### config.mk
export PLATFORM = sky130hd
export DESIGN_NAME = usb1d_tx_phy
export DESIGN_NICKNAME = d
export VERILOG_FILES = /design/src/rtl/usb1d_pkg.sv /design/src/rtl/usb1d_bit_tick.sv /design/src/rtl/usb1d_tx_phy.sv
export SDC_FILE = /design/constraint.sdc
export NUM_CORES = 1
export LEC_CHECK = 0
export ABC_AREA = 1
export BUFFER_PORTS_ARGS = -buffer_cell sky130_fd_sc_hd__buf_2
export CORE_MARGIN = 2
export CORE_UTILIZATION = 40
export CTS_CLUSTER_SIZE = 28
export DETAILED_ROUTE_END_ITERATION = 16
export SETUP_SLACK_MARGIN = 0.15
export SYNTH_ARGS = -nofsm -noshare
export SYNTH_HDL_FRONTEND = slang
export SYNTH_HIERARCHICAL = 1
export SYNTH_SLANG_ARGS = --single-unit
### constraint.sdc
create_clock -name clk -period 3.4 [get_ports clk]
set_input_delay 0.17 -clock clk [delete_from_list [all_inputs] [get_ports clk]]
set_output_delay 0.17 -clock clk [all_outputs]
set_load 0.02 [all_outputs]
### src/rtl/usb1d_pkg.sv
// usb1d_pkg: shared definitions for the USB1 device transmit path.
//   tx_state_e  - transmit FSM state encoding (3 bits, also exported as debug)
//   USB_SYNC    - SYNC pattern, sent LSB first
//   LINE_*      - {dp, dn} drive values for J, K and SE0
//   STUFF_LIMIT - consecutive ones that force a stuff bit
package usb1d_pkg;

    typedef enum logic [2:0] {
        StIdle = 3'd0,
        StSync = 3'd1,
        StData = 3'd2,
        StEop1 = 3'd3,
        StEop2 = 3'd4,
        StEop3 = 3'd5
    } tx_state_e;

    localparam logic [7:0] USB_SYNC = 8'h80;

    localparam logic [1:0] LINE_J   = 2'b10;
    localparam logic [1:0] LINE_K   = 2'b01;
    localparam logic [1:0] LINE_SE0 = 2'b00;

    localparam int unsigned STUFF_LIMIT = 6;

    // NRZI level 1 is J, 0 is K.
    function automatic logic [1:0] nrzi_line(input logic level);
        return level ? LINE_J : LINE_K;
    endfunction

endpackage

### src/rtl/usb1d_bit_tick.sv
// usb1d_bit_tick: free-running modulo-CLK_DIV counter marking USB bit periods.
//   clk      in  core clock
//   rst_n    in  asynchronous active-low reset
//   clr      in  synchronous clear; the next cycle is the first of a bit period
//   bit_tick out high on the last clk of each bit period
module usb1d_bit_tick #(
    parameter int unsigned CLK_DIV = 4
) (
    input  logic clk,
    input  logic rst_n,
    input  logic clr,
    output logic bit_tick
);

    localparam int unsigned CntW = (CLK_DIV > 1) ? $clog2(CLK_DIV) : 1;
    localparam logic [CntW-1:0] CntMax = CntW'(CLK_DIV - 1);

    logic [CntW-1:0] cnt_q, cnt_d;

    always_comb begin
        cnt_d = cnt_q + CntW'(1);
        if (clr || (cnt_q == CntMax)) begin
            cnt_d = '0;
        end
    end

    always_ff @(posedge clk or negedge rst_n) begin
        if (!rst_n) begin
            cnt_q <= '0;
        end else begin
            cnt_q <= cnt_d;
        end
    end

    assign bit_tick = (cnt_q == CntMax);

endmodule

### src/rtl/usb1d_tx_phy.sv
// usb1d_tx_phy: full-speed USB transmit serializer.
// Takes the packet assembler's byte stream and drives the line with SYNC,
// LSB-first data, bit stuffing, NRZI encoding and a SE0 SE0 J end-of-packet.
//   clk      in  core clock, CLK_DIV x 12 MHz
//   rst_n    in  asynchronous active-low reset
//   tx_data  in  byte to transmit, consumed at a byte boundary
//   tx_valid in  packet in progress; checked in IDLE and at byte boundaries only
//   tx_ready out one-clk pulse: tx_data taken, present the next byte
//   txdp     out D+ drive (registered)
//   txdn     out D- drive (registered)
//   txoe_n   out output enable, active low (registered)
//   busy     out high whenever the FSM is not idle
//   state    out debug copy of the FSM state
module usb1d_tx_phy
    import usb1d_pkg::*;
#(
    parameter int unsigned CLK_DIV = 4
) (
    input  logic       clk,
    input  logic       rst_n,
    input  logic [7:0] tx_data,
    input  logic       tx_valid,
    output logic       tx_ready,
    output logic       txdp,
    output logic       txdn,
    output logic       txoe_n,
    output logic       busy,
    output logic [2:0] state
);

    tx_state_e  state_q, state_d;
    logic [7:0] shift_q, shift_d;     // current byte, bit 0 is on the line
    logic [2:0] bit_idx_q, bit_idx_d; // index of the data bit on the line
    logic [2:0] ones_q, ones_d;       // consecutive ones sent so far
    logic       stuff_q, stuff_d;     // current bit period is a stuff bit
    logic       nrzi_q, nrzi_d;       // NRZI level, 1 = J
    logic [1:0] line_q, line_d;
    logic       oe_n_q, oe_n_d;
    logic       ready_q, ready_d;

    logic       bit_tick;
    logic       tick_clr;
    logic       cur_bit;
    logic [2:0] ones_inc;
    logic       need_stuff;
    logic       byte_end;
    logic [7:0] next_shift;

    // Re-anchor bit timing to the edge that enters SYNC.
    assign tick_clr = (state_q == StIdle) && tx_valid;

    usb1d_bit_tick #(
        .CLK_DIV (CLK_DIV)
    ) u_bit_tick (
        .clk      (clk),
        .rst_n    (rst_n),
        .clr      (tick_clr),
        .bit_tick (bit_tick)
    );

    always_comb begin
        cur_bit    = shift_q[0];
        ones_inc   = ones_q + 3'd1;
        need_stuff = !stuff_q && cur_bit && (ones_inc == 3'(STUFF_LIMIT));
        // A stuff bit following bit 7 leaves bit_idx wrapped to 0; no stuff bit
        // can otherwise occur with bit_idx 0, so that marks a deferred boundary.
        byte_end   = stuff_q ? (bit_idx_q == 3'd0) : ((bit_idx_q == 3'd7) && !need_stuff);
        // The register shifts when a data bit ends and holds across a stuff bit.
        next_shift = stuff_q ? shift_q : {1'b0, shift_q[7:1]};
    end

    always_comb begin
        state_d   = state_q;
        shift_d   = shift_q;
        bit_idx_d = bit_idx_q;
        ones_d    = ones_q;
        stuff_d   = stuff_q;
        nrzi_d    = nrzi_q;
        line_d    = line_q;
        oe_n_d    = oe_n_q;
        ready_d   = 1'b0;

        unique case (state_q)
            StIdle: begin
                if (tx_valid) begin
                    state_d   = StSync;
                    shift_d   = USB_SYNC;
                    bit_idx_d = 3'd0;
                    ones_d    = 3'd0;
                    stuff_d   = 1'b0;
                    // NRZI starts from J, so the first level equals the first bit.
                    nrzi_d    = USB_SYNC[0];
                    line_d    = nrzi_line(USB_SYNC[0]);
                    oe_n_d    = 1'b0;
                end
            end

            StSync, StData: begin
                if (bit_tick) begin
                    if (!stuff_q) begin
                        shift_d   = next_shift;
                        ones_d    = cur_bit ? ones_inc : 3'd0;
                        bit_idx_d = bit_idx_q + 3'd1;
                    end

                    if (need_stuff) begin
                        stuff_d = 1'b1;
                        ones_d  = 3'd0;
                        nrzi_d  = ~nrzi_q;
                        line_d  = nrzi_line(~nrzi_q);
                    end else if (byte_end) begin
                        stuff_d = 1'b0;
                        if (tx_valid) begin
                            state_d   = StData;
                            ready_d   = 1'b1;
                            shift_d   = tx_data;
                            bit_idx_d = 3'd0;
                            nrzi_d    = tx_data[0] ? nrzi_q : ~nrzi_q;
                            line_d    = nrzi_line(tx_data[0] ? nrzi_q : ~nrzi_q);
                        end else begin
                            state_d = StEop1;
                            line_d  = LINE_SE0;
                        end
                    end else begin
                        stuff_d = 1'b0;
                        nrzi_d  = next_shift[0] ? nrzi_q : ~nrzi_q;
                        line_d  = nrzi_line(next_shift[0] ? nrzi_q : ~nrzi_q);
                    end
                end
            end

            StEop1: begin
                if (bit_tick) begin
                    state_d = StEop2;
                end
            end

            StEop2: begin
                if (bit_tick) begin
                    state_d = StEop3;
                    line_d  = LINE_J;
                end
            end

            StEop3: begin
                if (bit_tick) begin
                    state_d = StIdle;
                    nrzi_d  = 1'b1;
                    oe_n_d  = 1'b1;
                end
            end

            default: begin
                state_d = StIdle;
                nrzi_d  = 1'b1;
                line_d  = LINE_J;
                oe_n_d  = 1'b1;
            end
        endcase
    end

    always_ff @(posedge clk or negedge rst_n) begin
        if (!rst_n) begin
            state_q   <= StIdle;
            shift_q   <= 8'h00;
            bit_idx_q <= 3'd0;
            ones_q    <= 3'd0;
            stuff_q   <= 1'b0;
            nrzi_q    <= 1'b1;
            line_q    <= LINE_J;
            oe_n_q    <= 1'b1;
            ready_q   <= 1'b0;
        end else begin
            state_q   <= state_d;
            shift_q   <= shift_d;
            bit_idx_q <= bit_idx_d;
            ones_q    <= ones_d;
            stuff_q   <= stuff_d;
            nrzi_q    <= nrzi_d;
            line_q    <= line_d;
            oe_n_q    <= oe_n_d;
            ready_q   <= ready_d;
        end
    end

    assign {txdp, txdn} = line_q;
    assign txoe_n       = oe_n_q;
    assign tx_ready     = ready_q;
    assign busy         = (state_q != StIdle);
    assign state        = state_q;

endmodule

==> qor.yml, run 1 <==
core.rowCount: 23
core_area_mm2: 0.00394
slew_violations: 0
num_vias: 1328
dieArea_mm2: 0.00455
path_common_cell: "nand2_1"
synth_top_cell_area_share_pct: 34.2
ys_seq_area_share_pct: 39.1
outcome: "finished, final reports clean"
skew_ns: 0.00273
hold-path-cell-count: 3
syn_avg_cell_area_um2: 7.75
end_kind: "flop"
async_flop_share_pct: 100
antenna_found_initial: 0
rsz0062_at_grt: "false"
htree_levels: 1
place_ws_ns: 1.50
yosys_warnings: 6
utilization_pct: 45.4
ctsResizeCount: 0
synth_cell_types: 30
clockBufferDepth: 2
vias_per_cell: 4.79
gr-total-overflow: 0
track_usage_pct: 16.3
leakagePower_nw: 0.900
path_class: "flop to flop"
portBuffers: 18
ys_seq_elements: 25
cp-start-kind: "flop"
period_needed_ns: 1.90
die_w_um: 67.5
synth_edf_count: 0
reg2reg_from: "stuff_q"
cts-root-buf: "clkbuf_8"
cts.sinks: 25
fin_ws_ns: 1.50
cts.clk_slew.worst_paths_ns: 0.09
routed_wl_um: 3210
cp.arrival_ns: 2.07
finalCritPeriodShare_pct: 55.8
initialDrtViolationCount: 53
antenna_left: 0
whs_endpoint: "shift_q[6]"
gp_routability_congestion: 0.838
cts_tree: "done"
cp_slowest_cell: "dfrtp_1"
slew-limit-headroom_pct: 61.7
fp.dieH_um: 67.5
finalHoldViolCount: 0
power_density_mw_per_mm2: 769
yosys.area.top_type: "dfrtp_1"
worstPathMaxFanout: 21
cts_hold_buf: 1
drv_cap: 0
grt_max_degree: 26
clk_latency_ns: 0.27
drc: 0
fill_cells: 403
drt-wirelength-per-cell_um: 11.6
path_cells: "inv_2 -> nand2_2 -> nor2_2 -> nand2_1 -> nand2_2 -> nand2_2 -> nand2_4 -> inv_1 -> nand2_1 -> nand3_1 -> nand2_1 -> nand2_1"
grt_pass1_wl_um: 5610
placed_cell_area_mm2: 0.00173
rr_worst_depth: 12
syn_nets: 225
area_delta_synth_final_pct: 10.9
post_cts_buffers: 0
synth_flop_cell: "dfrtp_1"
layout-drive-gt1-share_pct: 21.1
diodes: 0
io_pins: 19
irDropWorstVdd_mv: 0.522
crit_buf_inv: 2
slowest_delay_ns: 0.59
synth_area_mm2: 0.00161
clock.fmax_mhz: 527
cts_buffers: 3
hold_path.startpoint: "tx_data[6]"
synth_area_leaders: "dfrtp_1 34%, nand2_1 10%, inv_1 6.8%"
tns_ns: 0
start_util_pct: 40.9
r2r_setup_slack_ns: 1.50
synth_cells: 208
p_total_mw: 1.37
place_hpwl_um: 2390
worst_pin_slew_ns: 0.575
finish.instance_area_mm2: 0.00179
final_nets: 245
hold_class: "input pin to flop"
grt_pass1_vias: 1260
dr.pass1.iters: 4
setup_viol: 0
reg2reg_to: "shift_q[7]"
path_delay_family: "simple AND/OR/NAND/NOR gates"
worst-endpoint-required_ns: 3.57
startpoint: "stuff_q"
[worst max-delay path by stage]
| stage | end | cells past startpoint |
|---|---|---|
| 2_1_floorplan | shift_q[6] | 12 |
| 3_3_place_gp | shift_q[7] | 12 |
| 3_5_place_dp | shift_q[7] | 12 |
| 4_1_cts | shift_q[7] | 12 |
| 5_1_grt | line_q[0] | 13 |
| 6_report | shift_q[7] | 12 |
[registers in the layout, summed over array words and instances (netlist names)]
name and flops:
line_q 2, shift_q 8, stuff_q 1, ones_q 3, bit_idx_q 3, u_bit_tick/cnt_q 2, state 3, txoe_n 1
nrzi_q 1, tx_ready 1
[placed cells by master (no fill, tap or decap)]
| master | netlist | layout |
|---|---|---|
| nand2_1 | 44 | 44 |
| inv_1 | 29 | 29 |
| dfrtp_1 | 22 | 22 |
| nor2_1 | 18 | 18 |
| buf_2 | 1 | 18 |
| o21ai_0 | 15 | 15 |
| o21ai_1 | 13 | 13 |
| nand3_1 | 10 | 10 |
| a21oi_1 | 8 | 8 |
| ha_1 | 6 | 6 |
| nand2_2 | 5 | 5 |
| o22ai_1 | 5 | 5 |
| nand2_4 | 4 | 4 |
| inv_2 | 3 | 3 |
| nor2_2 | 3 | 3 |
| nand4_1 | 3 | 3 |
| clkbuf_8 | 0 | 3 |
| dfstp_2 | 3 | 3 |
| nor2_4 | 2 | 2 |
| nor2_8 | 2 | 2 |
| inv_6 | 1 | 1 |
| inv_4 | 1 | 1 |
| a21oi_4 | 1 | 1 |
| xnor2_1 | 1 | 1 |
| nor3_2 | 1 | 1 |
| o22ai_2 | 1 | 1 |
| o21bai_1 | 1 | 1 |
| a31oi_1 | 1 | 1 |
| xor2_1 | 1 | 1 |
| clkbuf_1 | 0 | 1 |
| dlygate4sd3_1 | 0 | 1 |
[final cells by class]
| class | instances | area (um^2) | area share, % |
|---|---|---|---|
| multi-input cells | 145 | 816 | 45.6 |
| flip-flops and latches | 25 | 629 | 35.2 |
| inverters | 34 | 135 | 7.56 |
| repair buffers | 19 | 100 | 5.60 |
| well taps | 50 | 62.6 | 3.50 |
| clock buffers | 4 | 45.0 | 2.52 |
[synthesized netlist by cell type (2+ instances only)]
| cell type | instances |
|---|---|
| o22ai_1 | 5 |
| inv_2 | 3 |
| nor2_8 | 2 |
| ha_1 | 6 |
| nand4_1 | 3 |
| inv_1 | 29 |
| nor2_4 | 2 |
| o21ai_0 | 15 |
| nand2_2 | 5 |
| a21oi_1 | 8 |
| buf_6 | 2 |
| nand2_1 | 44 |
| nand2_4 | 4 |
| dfstp_2 | 3 |
| o21ai_1 | 13 |
| nor2_1 | 18 |
| dfrtp_1 | 22 |
| nor2_2 | 3 |
| nand3_1 | 10 |
[power by group]
part	switching [mW]	internal, mW	leakage, nW	total, mW
Sequential	0.0594	0.386	0.327	0.445
Clock	0.0979	0.0841	0.0228	0.182
Combinational	0.504	0.244	0.550	0.748
[stage by stage]
step	instances	hold WS, ns
2_1_floorplan	208	-0.126
3_3_place_gp	272	0.195
3_5_place_dp	272	0.205
4_1_cts	277	0.125
5_1_grt	277	0.126
6_report	277	0.123
[kinds of logic (layout without fill, tap and decap cells)]
group	count (synthesis)	in the layout	share of synthesized area (%)
buffers and inverters	38	57	10.3
AO/OA/AOI/OAI	45	45	15.8
AND/OR/NAND/NOR	92	92	29.1
adder cells (fa/ha/maj)	6	6	4.66
XOR/XNOR	2	2	1.09
flip-flops	25	25	39.1
[worst min-delay path: stages]
cell and delay (ns):
buf_2 0.08, o21ai_1 0.06, nand2_1 0.05
[routing by layer]
metal	wire (um)	GRT usage, %	part of all wire (%)
met3	76	2.50	2.4
met1	1530	20.9	48
met2	1540	28.1	48
met5	0	0	0
met4	59	5.36	1.8
Power figures use the tool's default switching activity.
==> run 2: changes to the inputs <==
--- a/config.mk
+++ b/config.mk
@@ -5,7 +5,7 @@
 export SDC_FILE = /design/constraint.sdc
 export NUM_CORES = 1
 export LEC_CHECK = 0
-export ABC_AREA = 1
+export ABC_AREA = 0
 export BUFFER_PORTS_ARGS = -buffer_cell sky130_fd_sc_hd__buf_2
 export CORE_MARGIN = 2
 export CORE_UTILIZATION = 40
==> constraint.sdc (replaced) <==
create_clock -name clk -period 1.9 [get_ports clk]
set_input_delay 0.095 -clock clk [delete_from_list [all_inputs] [get_ports clk]]
set_output_delay 0.095 -clock clk [all_outputs]
set_load 0.02 [all_outputs]
==> run 2 against run 1 <==
Routed wire length up 22%. Power rose by 140%. Worst hold slack got worse by 0.014 ns. Synthesized area decreased by 0.54%. Count of clock-buffer cells in the layout is 1 lower. Critical endpoint is now bit_idx_q[0]. Largest power group unchanged. Highest routed layer unchanged.
==> qor.yml, run 2 <==
slowest_delay_ns: 0.44
portBuffers: 18
worst_pin_slew_ns: 0.585
synth_flop_cell: "dfrtp_1"
cp-start-kind: "flop"
clk_latency_ns: 0.27
p_sw_share_pct: 44.0
htree_levels: 1
power.share.clock_pct: 10.0
synth_top_cell_area_share_pct: 34.3
yosys.area.top_type: "dfrtp_1"
clockBufferDepth: 2
switching_power_mw: 1.44
dr.pass1.iters: 4
async_flop_share_pct: 100
vias_per_cell: 5.48
worstPathMaxFanout: 5
cp_slowest_cell: "dfrtp_1"
track_usage_pct: 17.8
leakagePower_nw: 0.922
final_common_cell: "nand2_1"
largest_reg_flops: 8
cts-root-buf: "clkbuf_8"
layout_common_cells: "25 x nand2_1, 22 x buf_4, 21 x dfrtp_1, 20 x buf_2, 14 x o21ai_0"
dieArea_mm2: 0.00453
finish.instance_area_mm2: 0.00207
multi_input_area_um2: 980
slew_violations: 0
synth_cells: 179
power_density_mw_per_mm2: 1580
worst-endpoint-required_ns: 2.07
synth_area_leaders: "dfrtp_1 34%, nand2_1 5.9%, o21ai_0 5.3%"
grt_max_degree: 26
place_ws_ns: 0.0593
final_nets: 237
layout-drive-gt1-share_pct: 35.2
diodes: 0
place_hpwl_um: 2790
core_area_mm2: 0.00391
area_delta_synth_final_pct: 29.1
num_vias: 1473
placed_cell_area_mm2: 0.00185
syn_nets: 196
io_pins: 19
utilization_pct: 52.9
hold_class: "input pin to flop"
ys_seq_elements: 25
clock.fmax_mhz: 540
slew-limit-headroom_pct: 61.0
end_kind: "flop"
drc: 0
path_cells: "ha_2 -> and3b_4 -> a221o_1 -> a41o_1 -> mux2_4"
fill_cells: 380
rsz0062_at_grt: "true"
setup_viol: 0
skew_ns: 0.00799
fin_ws_ns: 0.0492
start_util_pct: 41.0
synth_edf_count: 0
synth_area_mm2: 0.00160
regMostFlops: "shift_q"
drv_cap: 0
core.rowCount: 23
fp.dieH_um: 67.3
outcome: "finished, final reports clean"
gp_routability_congestion: 0.937
ys_seq_area_share_pct: 39.3
cts_tree: "done"
antenna_left: 0
irDropWorstVdd_mv: 0.555
synth_cell_types: 52
grt_pass1_vias: 1407
pwr-share-seq_pct: 29.7
synthTopCellsByCount: "25 x nand2_1, 22 x dfrtp_1, 17 x o21ai_0"
drt-wirelength-per-cell_um: 14.6
cts.sinks: 25
gr-total-overflow: 0
period_needed_ns: 1.85
routed_wl_um: 3920
yosys_warnings: 6
regArea_um2: 631
antenna_found_initial: 0
grt_pass1_wl_um: 6240
synth_most_common_cell: "nand2_1"
cts.clk_slew.worst_paths_ns: 0.10
finalCritPeriodShare_pct: 97.4
internal_power_mw: 1.83
die_w_um: 67.3
finalHoldViolCount: 0
cp.arrival_ns: 2.02
pwr-share-comb_pct: 60.3
path_class: "flop to flop"
cts_buffers: 3
initialDrtViolationCount: 75
syn_avg_cell_area_um2: 8.95
[run 2: path summary, 6_finish.rpt]
check	from	to	slack (ns)	depth (start not counted)
setup / recovery	ones_q[0]	bit_idx_q[0]	0.05	5
hold / removal	tx_data[5]	shift_q[5]	0.11	3
setup reg to reg	ones_q[0]	bit_idx_q[0]	0.05	5
hold reg to reg	u_bit_tick/cnt_q[0]	u_bit_tick/cnt_q[0]	0.45	1
max in group asynchronous	rst_n	state[1]	1.12	2
min in group asynchronous	rst_n	bit_idx_q[2]	0.35	2
[run 2: what timing repair did]
item,CTS,global route
hold endpoints to repair,22,0
setup buffers,5,4
hold buffers,1,0
pin swaps,6,8
resized for setup,5,17
gates cloned,0,2
setup endpoints to repair,12,19
[run 2: logic make-up after synthesis]
kind of cell | Yosys count | synth area share, %
AO/OA/AOI/OAI | 55 | 22.4
adder cells (fa/ha/maj) | 7 | 5.31
buffers and inverters | 20 | 5.62
multiplexers | 9 | 6.01
AND/OR/NAND/NOR | 59 | 19.2
XOR/XNOR | 4 | 2.19
flip-flops | 25 | 39.3
[run 2: layout make-up]
cell class                      instances  share of cell area, %
Multi-Input combinational cell        134                   47.3
Tap cell                               50                   3.02
Inverter                               10                   2.00
Timing Repair Buffer                   46                   14.9
Sequential cell                        25                   30.5
Clock inverter                          1                  0.242
Clock buffer                            3                   2.00
[run 2: per-stage QoR]
step / setup TNS (ns) / cells / power [mW] / hold WS (ns)
2_1_floorplan: 0 / 179 / 2.18 / -0.201
3_3_place_gp: 0 / 253 / 2.67 / 0.136
3_5_place_dp: 0 / 253 / 2.73 / 0.138
4_1_cts: 0 / 263 / 3.13 / 0.107
5_1_grt: -0.0473 / 269 / 3.54 / 0.137
6_report: 0 / 269 / 3.27 / 0.109
[run 2: critical path, delay by kind of cell, from the launching register on]
family	cells	cell delay (ns)
adder cells (fa/ha/maj)	1	0.21
flip-flops	1	0.44
AND/OR/NAND/NOR	1	0.18
multiplexers	1	0.27
AO/OA/AOI/OAI	2	0.65
[run 2: per-layer routing]
layer | GRT usage [%] | share of wire, % | vias up
met5 | 0 | 0 | -
met4 | 3.57 | 0.54 | 0
met3 | 2.50 | 3.2 | 2
met2 | 31.1 | 48 | 28
met1 | 23.4 | 48 | 721
li1 | - | - | 722
[run 2: power groups by stage]
stage	clock network, mW	registers (mW)	logic (mW)
floorplan	0	0.957	1.22
global placement	0	0.959	1.71
detailed placement	0	0.975	1.76
CTS	0.335	0.957	1.84
global route	0.358	0.998	2.18
finish	0.328	0.970	1.97
==> run 3: changes to the inputs <==
--- a/config.mk
+++ b/config.mk
@@ -8,10 +8,12 @@
 export ABC_AREA = 0
 export BUFFER_PORTS_ARGS = -buffer_cell sky130_fd_sc_hd__buf_2
 export CORE_MARGIN = 2
-export CORE_UTILIZATION = 40
+export CORE_UTILIZATION = 55
 export CTS_CLUSTER_SIZE = 28
 export DETAILED_ROUTE_END_ITERATION = 16
+export PLACE_DENSITY = 0.76
 export SETUP_SLACK_MARGIN = 0.15
+export SLEW_MARGIN = 20
 export SYNTH_ARGS = -nofsm -noshare
 export SYNTH_HDL_FRONTEND = slang
 export SYNTH_HIERARCHICAL = 1
==> run 3 against run 2 <==
Power fell by 4.2%. Count of clock-buffer cells in the layout did not move. Fmax rose by 0.60%. Clock power fell by 22%. Routed wire length fell by 6.3%. Sequential share of layout area rose by 1.5 points. Combinational power fell by 3%. Non-clock buffer count fell by 4. Clock skew rose by 0.0047 ns. Via count fell by 0.54%. Utilization rose by 19 points. First-iteration DRC count fell by 56%. Critical path type unchanged.
==> qor.yml, run 3 (same netlist as run 2, synthesis figures left out) <==
power.share.clock_pct: 8.2
irDropWorstVdd_mv: 1.18
outcome: "finished, final reports clean"
leakagePower_nw: 0.896
switching_power_mw: 1.41
core_area_mm2: 0.00276
final_common_cell: "nand2_1"
fp.dieH_um: 58.0
die_w_um: 58.0
final_nets: 233
pwr-share-comb_pct: 61.4
path_class: "flop to flop"
gr-total-overflow: 0
tns_ns: 0
place_hpwl_um: 2650
rr_worst_depth: 5
diodes: 0
hold_class: "input pin to flop"
track_usage_pct: 23.9
met2_usage_pct: 40.1
placed_cell_area_mm2: 0.00182
end_kind: "flop"
finalHoldViolCount: 0
period_needed_ns: 1.84
setup_viol: 0
layout_common_cells: "25 x nand2_1, 20 x buf_4, 19 x dfrtp_1, 18 x buf_2, 13 x o21ai_0"
initialDrtViolationCount: 33
cts_buffers: 3
p_total_mw: 3.13
top_usage_layer: "met2"
antenna_found_initial: 0
routed_wl_um: 3670
worst-endpoint-required_ns: 2.13
slowest_delay_ns: 0.47
use_met1_pct: 32.7
gp_routability_congestion: 0.843
cts-root-buf: "clkbuf_4"
cts_tree: "done"
num_vias: 1465
portBuffers: 18
multi_input_area_um2: 958
internal_power_mw: 1.72
grt_pass1_vias: 1424
cp_num_cells: 5
dieArea_mm2: 0.00336
clk_latency_ns: 0.34
grtUsageMet3_pct: 2.01
path_cells: "ha_4 -> xor2_2 -> a221o_1 -> a41o_1 -> mux2_4"
slew-limit-headroom_pct: 62.1
hold_ws_ns: 0.0119
vias_per_cell: 5.96
cp-start-kind: "flop"
fill_cells: 206
area_delta_synth_final_pct: 23.5
cp.arrival_ns: 2.07
worst_pin_slew_ns: 0.568
drt-wirelength-per-cell_um: 14.9
finish.instance_area_mm2: 0.00198
finalCritPeriodShare_pct: 96.8
cts.clk_slew.worst_paths_ns: 0.15
start_util_pct: 58.1
dr.pass1.iters: 5
worstPathMaxFanout: 4
path_delay_family: "compound AO/OA/AOI/OAI gates"
largest_reg_flops: 8
cts.sinks: 25
htree_levels: 1
cp_slowest_cell: "dfrtp_2"
crit_buf_inv: 0
grt_pass1_wl_um: 6260
rsz0062_at_grt: "true"
power_density_mw_per_mm2: 1580
antenna_left: 0
regArea_um2: 633
drc: 0
slew_violations: 0
skew_ns: 0.0127
clock.fmax_mhz: 544
fin_ws_ns: 0.0602
clockBufferDepth: 2
pwr-share-seq_pct: 30.4
io_pins: 19
place_ws_ns: 0.0199
grt_max_degree: 26
core.rowCount: 19
hold-path-cell-count: 3
drv_cap: 0
p_sw_share_pct: 45.1
layout-drive-gt1-share_pct: 32.6
regMostFlops: "shift_q"
[run 3: changes by cell type in the layout (fill, tap and decap cells not counted), sizes merged]
cell	change
buf	-4
clkinvlp	-1
clkinv	+1
[run 3: routing by layer]
layer | up-vias | share of wire, %
met3 | 5 | 3.0
met5 | - | 0
met2 | 37 | 50
met4 | 0 | 1.4
li1 | 715 | -
met1 | 708 | 46
[run 3: per-stage QoR]
step	util, %	cells
after floorplan	-	179
after global placement	66.1	234
after detailed placement	66.1	234
after CTS	69.0	243
after global routing	71.8	246
final	71.8	246
[run 3: final timing paths]
path                                  from  slack, ns            to
min in group asynchronous            rst_n       0.25     line_q[0]
worst max register to register   ones_q[0]       0.06  bit_idx_q[0]
max in group asynchronous            rst_n       1.23     ones_q[0]
worst max-delay path             ones_q[0]       0.06  bit_idx_q[0]
worst min-delay path            tx_data[5]       0.01    shift_q[5]
worst min register to register   line_q[0]       0.51     line_q[0]
[run 3: power by group through the flow]
stage / sequential, mW / combinational (mW) / clock, mW
6_report: 0.952 / 1.92 / 0.255
5_1_grt: 0.975 / 2.14 / 0.279
4_1_cts: 0.968 / 1.80 / 0.256
3_5_place_dp: 0.980 / 1.75 / 0
3_3_place_gp: 0.965 / 1.67 / 0
2_1_floorplan: 0.957 / 1.22 / 0
[run 3: what timing repair did]
| action | CTS | global route |
|---|---|---|
| setup buffers | 4 | 3 |
| resized for setup | 6 | 14 |
| endpoints found under the setup margin | 14 | 20 |
| pin swaps | 9 | 8 |
| hold buffers | 1 | 0 |
| hold endpoints to repair | 22 | 0 |
[run 3: layout make-up]
class | count | share of cell area [%]
well taps | 31 | 1.96
flip-flops and latches | 25 | 32.0
clock inverters | 1 | 0.253
multi-input cells | 134 | 48.4
inverters | 10 | 1.90
repair buffers | 42 | 14.3
clock buffers | 3 | 1.14
[run 3: worst min-delay path, cell delays in order]
cell and delay (ns):
buf_2 0.08, o21ai_1 0.06, o21ai_1 0.10
